==> config.mk <==
export PLATFORM = sky130hd
export DESIGN_NAME = dac_thermometer_sequencer
export DESIGN_NICKNAME = d
export VERILOG_FILES = /design/src/rtl/dac_pkg.sv /design/src/rtl/dac_binary_to_thermometer.sv /design/src/rtl/dac_thermometer_sequencer.sv
export SDC_FILE = /design/constraint.sdc
export NUM_CORES = 1
export LEC_CHECK = 0
export ABC_AREA = 0
export CORE_ASPECT_RATIO = 1.25
export CORE_UTILIZATION = 50
export DETAILED_ROUTE_END_ITERATION = 10
export PLACE_DENSITY_LB_ADDON = 0.1
export SLEW_MARGIN = 10
export SYNTH_ARGS = -nofsm -noshare
export SYNTH_HDL_FRONTEND = slang
export SYNTH_SLANG_ARGS = --single-unit
==> constraint.sdc <==
create_clock -name clk -period 2.2 [get_ports clk]
set_clock_uncertainty 0.2 [all_clocks]
set_input_delay 0.44 -clock clk [delete_from_list [all_inputs] [get_ports clk]]
set_output_delay 0.44 -clock clk [all_outputs]
set_load 0.03 [all_outputs]
==> src/rtl/dac_pkg.sv <==
// rtl/dac_pkg.sv - shared constants for the DAC thermometer sequencer
package dac_pkg;

  localparam int LFSR_WIDTH = 16;

  // x^16+x^14+x^13+x^11+1 as a left-shifting Fibonacci LFSR: taps at bits 15,13,12,10
  localparam logic [LFSR_WIDTH-1:0] LFSR_SEED = 16'hACE1;
  localparam logic [LFSR_WIDTH-1:0] LFSR_TAPS = 16'hB400;

endpackage

==> src/rtl/dac_binary_to_thermometer.sv <==
// rtl/dac_binary_to_thermometer.sv - combinational binary code to thermometer decoder
module dac_binary_to_thermometer #(
  parameter  int THERMOMETER_WIDTH = 256,
  localparam int BINARY_WIDTH      = $clog2(THERMOMETER_WIDTH)
) (
  input  logic [BINARY_WIDTH-1:0]      i_code,
  output logic [THERMOMETER_WIDTH-1:0] o_thermometer
);

  // Bit k is on when the code exceeds k, so code N lights bits 0..N-1.
  for (genvar gi = 0; gi < THERMOMETER_WIDTH; gi++) begin : g_bit
    assign o_thermometer[gi] = (i_code > BINARY_WIDTH'(gi));
  end

endmodule

==> src/rtl/dac_thermometer_sequencer.sv <==
// rtl/dac_thermometer_sequencer.sv - thermometer feeder with rotation index; DAC_THERM_SEQ_LFSR_EN selects LFSR index
module dac_thermometer_sequencer
  import dac_pkg::*;
#(
  parameter  int THERMOMETER_WIDTH = 256,
  parameter  int INDEX_WIDTH       = 4,
  localparam int BINARY_WIDTH      = $clog2(THERMOMETER_WIDTH)
) (
  input  logic                         clk,
  input  logic                         rst_n,
  input  logic                         enable,
  input  logic [INDEX_WIDTH-1:0]       index_step,
  input  logic                         index_clear,
  input  logic                         in_valid,
  output logic                         in_ready,
  input  logic [BINARY_WIDTH-1:0]      in_code,
  output logic                         out_valid,
  input  logic                         out_ready,
  output logic [THERMOMETER_WIDTH-1:0] output_thermometer,
  output logic [INDEX_WIDTH-1:0]       cycle_index
);

  logic                         r_out_valid;
  logic [THERMOMETER_WIDTH-1:0] r_thermometer;
  logic [INDEX_WIDTH-1:0]       r_cycle_index;
  logic                         w_accept;
  logic [THERMOMETER_WIDTH-1:0] w_decoded;
  logic [INDEX_WIDTH-1:0]       w_index_now;

  assign in_ready           = enable & (~r_out_valid | out_ready);
  assign w_accept           = in_valid & in_ready;
  assign out_valid          = r_out_valid;
  assign output_thermometer = r_thermometer;
  assign cycle_index        = r_cycle_index;

  dac_binary_to_thermometer #(
    .THERMOMETER_WIDTH(THERMOMETER_WIDTH)
  ) u_decoder (
    .i_code        (in_code),
    .o_thermometer (w_decoded)
  );

  // A new accept overwrites the held word; otherwise a completed handshake empties the stage.
  always_ff @(posedge clk or negedge rst_n) begin
    if (!rst_n) begin
      r_out_valid   <= 1'b0;
      r_thermometer <= '0;
      r_cycle_index <= '0;
    end else if (w_accept) begin
      r_out_valid   <= 1'b1;
      r_thermometer <= w_decoded;
      r_cycle_index <= w_index_now;
    end else if (out_ready) begin
      r_out_valid   <= 1'b0;
    end
  end

`ifdef DAC_THERM_SEQ_LFSR_EN
  logic [LFSR_WIDTH-1:0] r_lfsr;
  logic                  w_feedback;
  logic                  w_unused_step;

  assign w_feedback    = ^(r_lfsr & LFSR_TAPS);
  assign w_index_now   = r_lfsr[INDEX_WIDTH-1:0];
  assign w_unused_step = ^index_step;

  always_ff @(posedge clk or negedge rst_n) begin
    if (!rst_n) begin
      r_lfsr <= LFSR_SEED;
    end else if (index_clear) begin
      r_lfsr <= LFSR_SEED;
    end else if (w_accept) begin
      r_lfsr <= {r_lfsr[LFSR_WIDTH-2:0], w_feedback};
    end
  end
`else
  logic [INDEX_WIDTH-1:0] r_index;

  assign w_index_now = r_index;

  // Modular add wraps naturally at 2**INDEX_WIDTH; clear wins over the step.
  always_ff @(posedge clk or negedge rst_n) begin
    if (!rst_n) begin
      r_index <= '0;
    end else if (index_clear) begin
      r_index <= '0;
    end else if (w_accept) begin
      r_index <= r_index + index_step;
    end
  end
`endif

endmodule
**After elaboration in Yosys (flattened, before gate mapping)**

Index checks and enable logic that the tools add are counted.
W data, S select, Z words.

- Register bits: 265
- Bits of input ports: 18
- Output and inout bits: 262
- Logic and storage cells: 271

- Add/sub/neg operators: 1
- $lt $le $gt $ge: 256
- Muxes and demuxes: 4
- Bitwise logic cells: 4
- Reduce and logical (&&, ||, !) cells: 2

Operator list:

| operator | count |
|---|---|
| $gt A8 B8 Y1 const B | 128 |
| $gt A8 B7 Y1 const B | 64 |
| $gt A8 B6 Y1 const B | 32 |
| $gt A8 B5 Y1 const B | 16 |
| $gt A8 B4 Y1 const B | 8 |
| $gt A8 B3 Y1 const B | 4 |
| $gt A8 B1 Y1 const B | 2 |
| $gt A8 B2 Y1 const B | 2 |
| $mux W4 | 2 |
| $add A4 B4 Y4 | 1 |
| $reduce_bool A2 Y1 | 2 |
| $and A1 B1 Y1 | 2 |
| $mux W1 | 2 |
| $not A1 Y1 | 1 |
| $or A1 B1 Y1 | 1 |

**Longest topological paths before layout**

- Word-level depth: 6
- Mapped depth: 7
- Mapped depth without buffers: 5

**Cells and area by module**

From an unflattened synthesis, not the netlist that was laid out.

- Cell total of the unflattened synthesis: 1,616
- Area total of the unflattened synthesis: 12,741.0 µm²

Modules (own cells, without submodules):

| module | times used | cells each | area each (µm²) | sequential area each (µm²) |
|---|---|---|---|---|
| dac_thermometer_sequencer | 1 | 1,129 | 10,015.9 | 6,631.4 |
| dac_binary_to_thermometer | 1 | 487 | 2,725.1 | 0.0 |

**Worst setup path after synthesis**

No wires, ideal clock.

- Path type: register to register
- Start point: register r_out_valid, in the netlist out_valid
- End point: register r_thermometer[6], in the netlist output_thermometer[6]
- Library setup time: 0.151 ns
- Arrival time: 1.580 ns
- Required time: 1.849 ns
- Setup slack: 0.269 ns
- Stages on the path, launching flop included: 7
- Path buffers: 2
- Period minus slack after synthesis: 1.931 ns
- Cells stage by stage: dfrtp_1 nand2b_1 nand3_2 buf_4 buf_2 nor2_1 a31oi_1

- Longest elaborated chain between the ends: 4

Ends and longest elaborated chain:

| item | RTL line | text |
|---|---|---|
| start, declared | dac_thermometer_sequencer.sv:23 | `logic r_out_valid;` |
| start signal, assigned | dac_thermometer_sequencer.sv:46 | `r_out_valid <= 1'b0;` |
| start signal, assigned | dac_thermometer_sequencer.sv:50 | `r_out_valid <= 1'b1;` |
| start signal, assigned | dac_thermometer_sequencer.sv:54 | `r_out_valid <= 1'b0;` |
| $not A1 Y1 | dac_thermometer_sequencer.sv:30 | `assign in_ready = enable & (~r_out_valid \| out_ready);` |
| $or A1 B1 Y1 | dac_thermometer_sequencer.sv:30 |  |
| $and A1 B1 Y1 | dac_thermometer_sequencer.sv:30 |  |
| $and A1 B1 Y1 | dac_thermometer_sequencer.sv:31 | `assign w_accept = in_valid & in_ready;` |
| end signal, assigned | dac_thermometer_sequencer.sv:51 | `r_thermometer <= w_decoded;` |
| end, declared | dac_thermometer_sequencer.sv:24 | `logic [THERMOMETER_WIDTH-1:0] r_thermometer;` |

No other way between the ends.
A chain may end at the register's enable or synchronous reset.

**Worst setup path in the final report**

- Start point: register r_thermometer[113], in the netlist output_thermometer[113]
- End point: output port output_thermometer[113]

RTL lines:

| item | RTL line | text |
|---|---|---|
| end, declared | dac_thermometer_sequencer.sv:19 | `output logic [THERMOMETER_WIDTH-1:0] output_thermometer,` |

No word-level cell between the ends.

==> results.cfg <==
[power]
power_switching_mw = 4.90
p_leak_nw = 8.36
comb_power_share_pct = 27.0
cellPowerDensity_mw_per_mm2 = 861
swShare_pct = 34.3
clkPwrFrac_pct = 31.8
p_int_mw = 9.40
sequentialPowerShare_pct = 41.2
irDropWorstVdd_mv = 0.703

[sta]
drv_slew = 0
finalCriticalPeriod_ps = 2180
final.period_utilization_pct = 99.2
fmax_mhz = 458
hold_viol = 0
rsz0062_at_grt = no
hold_slack_ps = 190
tightest_slew_ps = 644
slew_headroom_pct = 56.9
finalSetupViolCount = 0

[clock_tree]
clock_latency_ps = 530
cts_htree_levels = 1
numCtsBuffers = 26
path_clk_slew_ps = 60
post_cts_buffers = 0
cts_sinks = 264
root_buffer = clkbuf_16
clockBufferDepth = 3
cts_tree = yes

[critical_path]
cp-start-kind = flop
cpMaxStageDelayCell = clkdlybuf4s50_1
r2r-end = r_index[3]$_DFFE_PN0P_
critPathBufInv = 1
arrival_ps = 1540
critPathMaxStageDelay_ps = 670
reg2reg_slack_ps = 260
regToRegStartpoint = r_index[2]$_DFFE_PN0P_
worst_path_dominant_cell_family = buffers and inverters
worstSetupEndpointType = primary output
worst_ep_required_time_ps = 1560
reg2regPathDepth = 5
path_max_fanout = 2
crit_chain = clkdlybuf4s50_1
worstSetupPathType = reg2out

[yosys]
synth-edff-count = 0
synth_seq_cells = 264
synth_compound_area_share_pct = 20.4
synth_fp_nets = 1236
yosys.area_share.simple_pct = 16.4
synth_top_family_by_area = compound AO/OA/AOI/OAI gates
seq_area_frac_synth_pct = 57.5
synthFlopType = dfrtp_1
yosysTopAreaCell = dfrtp_1
synthMuxAreaShare_pct = 0.0980
synthCells = 1214
syn_avg_cell_area_um2 = 9.46
synth_fa_ha_area_share_pct = 0.501
netlist.area_leader.share_pct = 57.5
netlist_area_mm2 = 0.0115
synth_area_leaders = dfrtp_1, nand2_1, o21ai_0
synthXorXnorAreaFrac_pct = 0.0763
synth.distinct_cells = 63
async_reset_ff_share_pct = 100
yosys_warnings = 0

[cells_and_area]
drive_gt1_share_pct = 17.3
layout_commonest_cell = dfrtp_1
area_delta_synth_final_pct = 44.6
final_design_area_no_fill_mm2 = 0.0166
fill_cells = 1759
final_cell_mix = dfrtp_1, nand2_1, dlygate4sd2_1
fin_nets = 1647

[detailed_routing]
drc = 0
vias = 11300
routedWlPerCell_um = 22.7
drt_pass1_iterations = 5
totalWireLength_um = 43700
initialDrtViolationCount = 1064
postRouteAntennaNets = 0
vias_per_cell = 5.88

[floorplan]
fp.dieH_um = 171
io_pins = 280
start_util_pct = 51.4
rows = 61
die_area_mm2 = 0.0236
core_area_mm2 = 0.0224
die_width_um = 138

[placed_design]
dp_hpwl_um = 32500
numPortBuffers = 278
gp_routability_congestion = 0.974
place_area_mm2 = 0.0159

[grt]
grt_max_degree = 65
grt_pass1_wl_um = 65200
grt_usage_pct = 37.5
grt_pass1_vias = 10800
overflow = 0
antenna_found_initial = 0

[run_status]
status = finished clean

[run]
maxCapViolCount = 0

[hold_path]
hp-class = in2async
## how the worst max path moves through the flow
stage / start / to / cells after the start
2_1_floorplan: out_valid$_DFFE_PN0P_ / output_thermometer[6]$_DFFE_PN0P_ / 6
3_3_place_gp: in_code[1] / output_thermometer[85]$_DFFE_PN0P_ / 8
3_5_place_dp: in_code[1] / output_thermometer[85]$_DFFE_PN0P_ / 8
4_1_cts: output_thermometer[76]$_DFFE_PN0P_ / output_thermometer[76] / 1
5_1_grt: output_thermometer[113]$_DFFE_PN0P_ / output_thermometer[113] / 1
6_report: output_thermometer[113]$_DFFE_PN0P_ / output_thermometer[113] / 1
## routing by layer
metal,vias up,global-route usage [%],part of all wire (%)
li1,5029,-,-
met1,5531,50.0,39
met2,650,60.4,48
met3,125,5.66,8.2
met4,0,17.3,5.1
met5,-,0,0
## power by group through the flow
stage / Combinational (mW) / Sequential, mW / Clock, mW
after CTS: 3.87 / 5.88 / 4.56
after floorplan: 0.923 / 7.12 / 0
after detailed placement: 4.22 / 5.99 / 0
final: 3.86 / 5.89 / 4.55
after global placement: 4.15 / 5.98 / 0
after global routing: 4.10 / 5.94 / 4.74
## cells by family (layout without fill, tap and decap cells)
group | count (synthesis) | in the layout
AO/OA/AOI/OAI | 394 | 394
XOR/XNOR | 1 | 1
adder cells (fa/ha/maj) | 4 | 4
buffers and inverters | 118 | 547
flip-flops | 264 | 264
multiplexers | 1 | 1
other | 1 | 2
AND/OR/NAND/NOR | 431 | 431
## cells in the mapped netlist, types with 2 or more instances
cell,number
a211oi_1,8
a21o_1,13
a21oi_1,95
a22o_1,25
a31oi_1,22
a32o_1,3
and2_0,2
and2_1,8
and3_1,8
buf_1,6
buf_2,60
buf_4,8
buf_6,4
clkbuf_1,37
dfrtp_1,264
ha_1,3
inv_1,3
nand2_1,237
nand2b_1,11
nand3_1,15
nand4bb_1,2
nor2_1,108
nor3_1,11
nor4b_1,3
o211ai_1,2
o21a_1,3
o21ai_0,170
o22a_1,9
o22ai_1,3
o31ai_1,26
o41ai_1,6
or2_2,3
or3_1,6
## flip-flops by register name, summed over array words and instances (netlist names)
signal              cells
r_index                 4
output_thermometer    255
cycle_index             4
out_valid               1
## per-stage QoR
| step | TNS, ps | utilization (%) | worst slack (ps) | power [mW] | std cells |
|---|---|---|---|---|---|
| 2_1_floorplan | 0 | - | 269 | 8.04 | 1214 |
| 3_3_place_gp | -21670 | 71.1 | -328 | 10.1 | 1879 |
| 3_5_place_dp | -28130 | 71.1 | -382 | 10.2 | 1879 |
| 4_1_cts | 0 | 73.8 | 0.313 | 14.3 | 1926 |
| 5_1_grt | 0 | 74.3 | 0.312 | 14.8 | 1926 |
| 6_report | 0 | 74.3 | 18.6 | 14.3 | 1927 |
## cell type report
class                   count  area [µm²]  share of cell area, %
diodes                      1        2.50                 0.0151
clock buffers              35         746                   4.49
clock inverters            11         116                  0.701
inverters                   3        11.3                 0.0678
multi-input cells         832        4320                   26.0
flip-flops and latches    264        6610                   39.8
well taps                 283         354                   2.13
repair buffers            498        4450                   26.8
## repair_timing
| action | CTS | global route |
|---|---|---|
| setup endpoints to repair | 215 | 43 |
| hold buffers | 1 | 0 |
| gates resized for setup | 215 | 43 |
| endpoints found under the hold margin | 83 | 0 |
(Power assumes the default switching activity.)
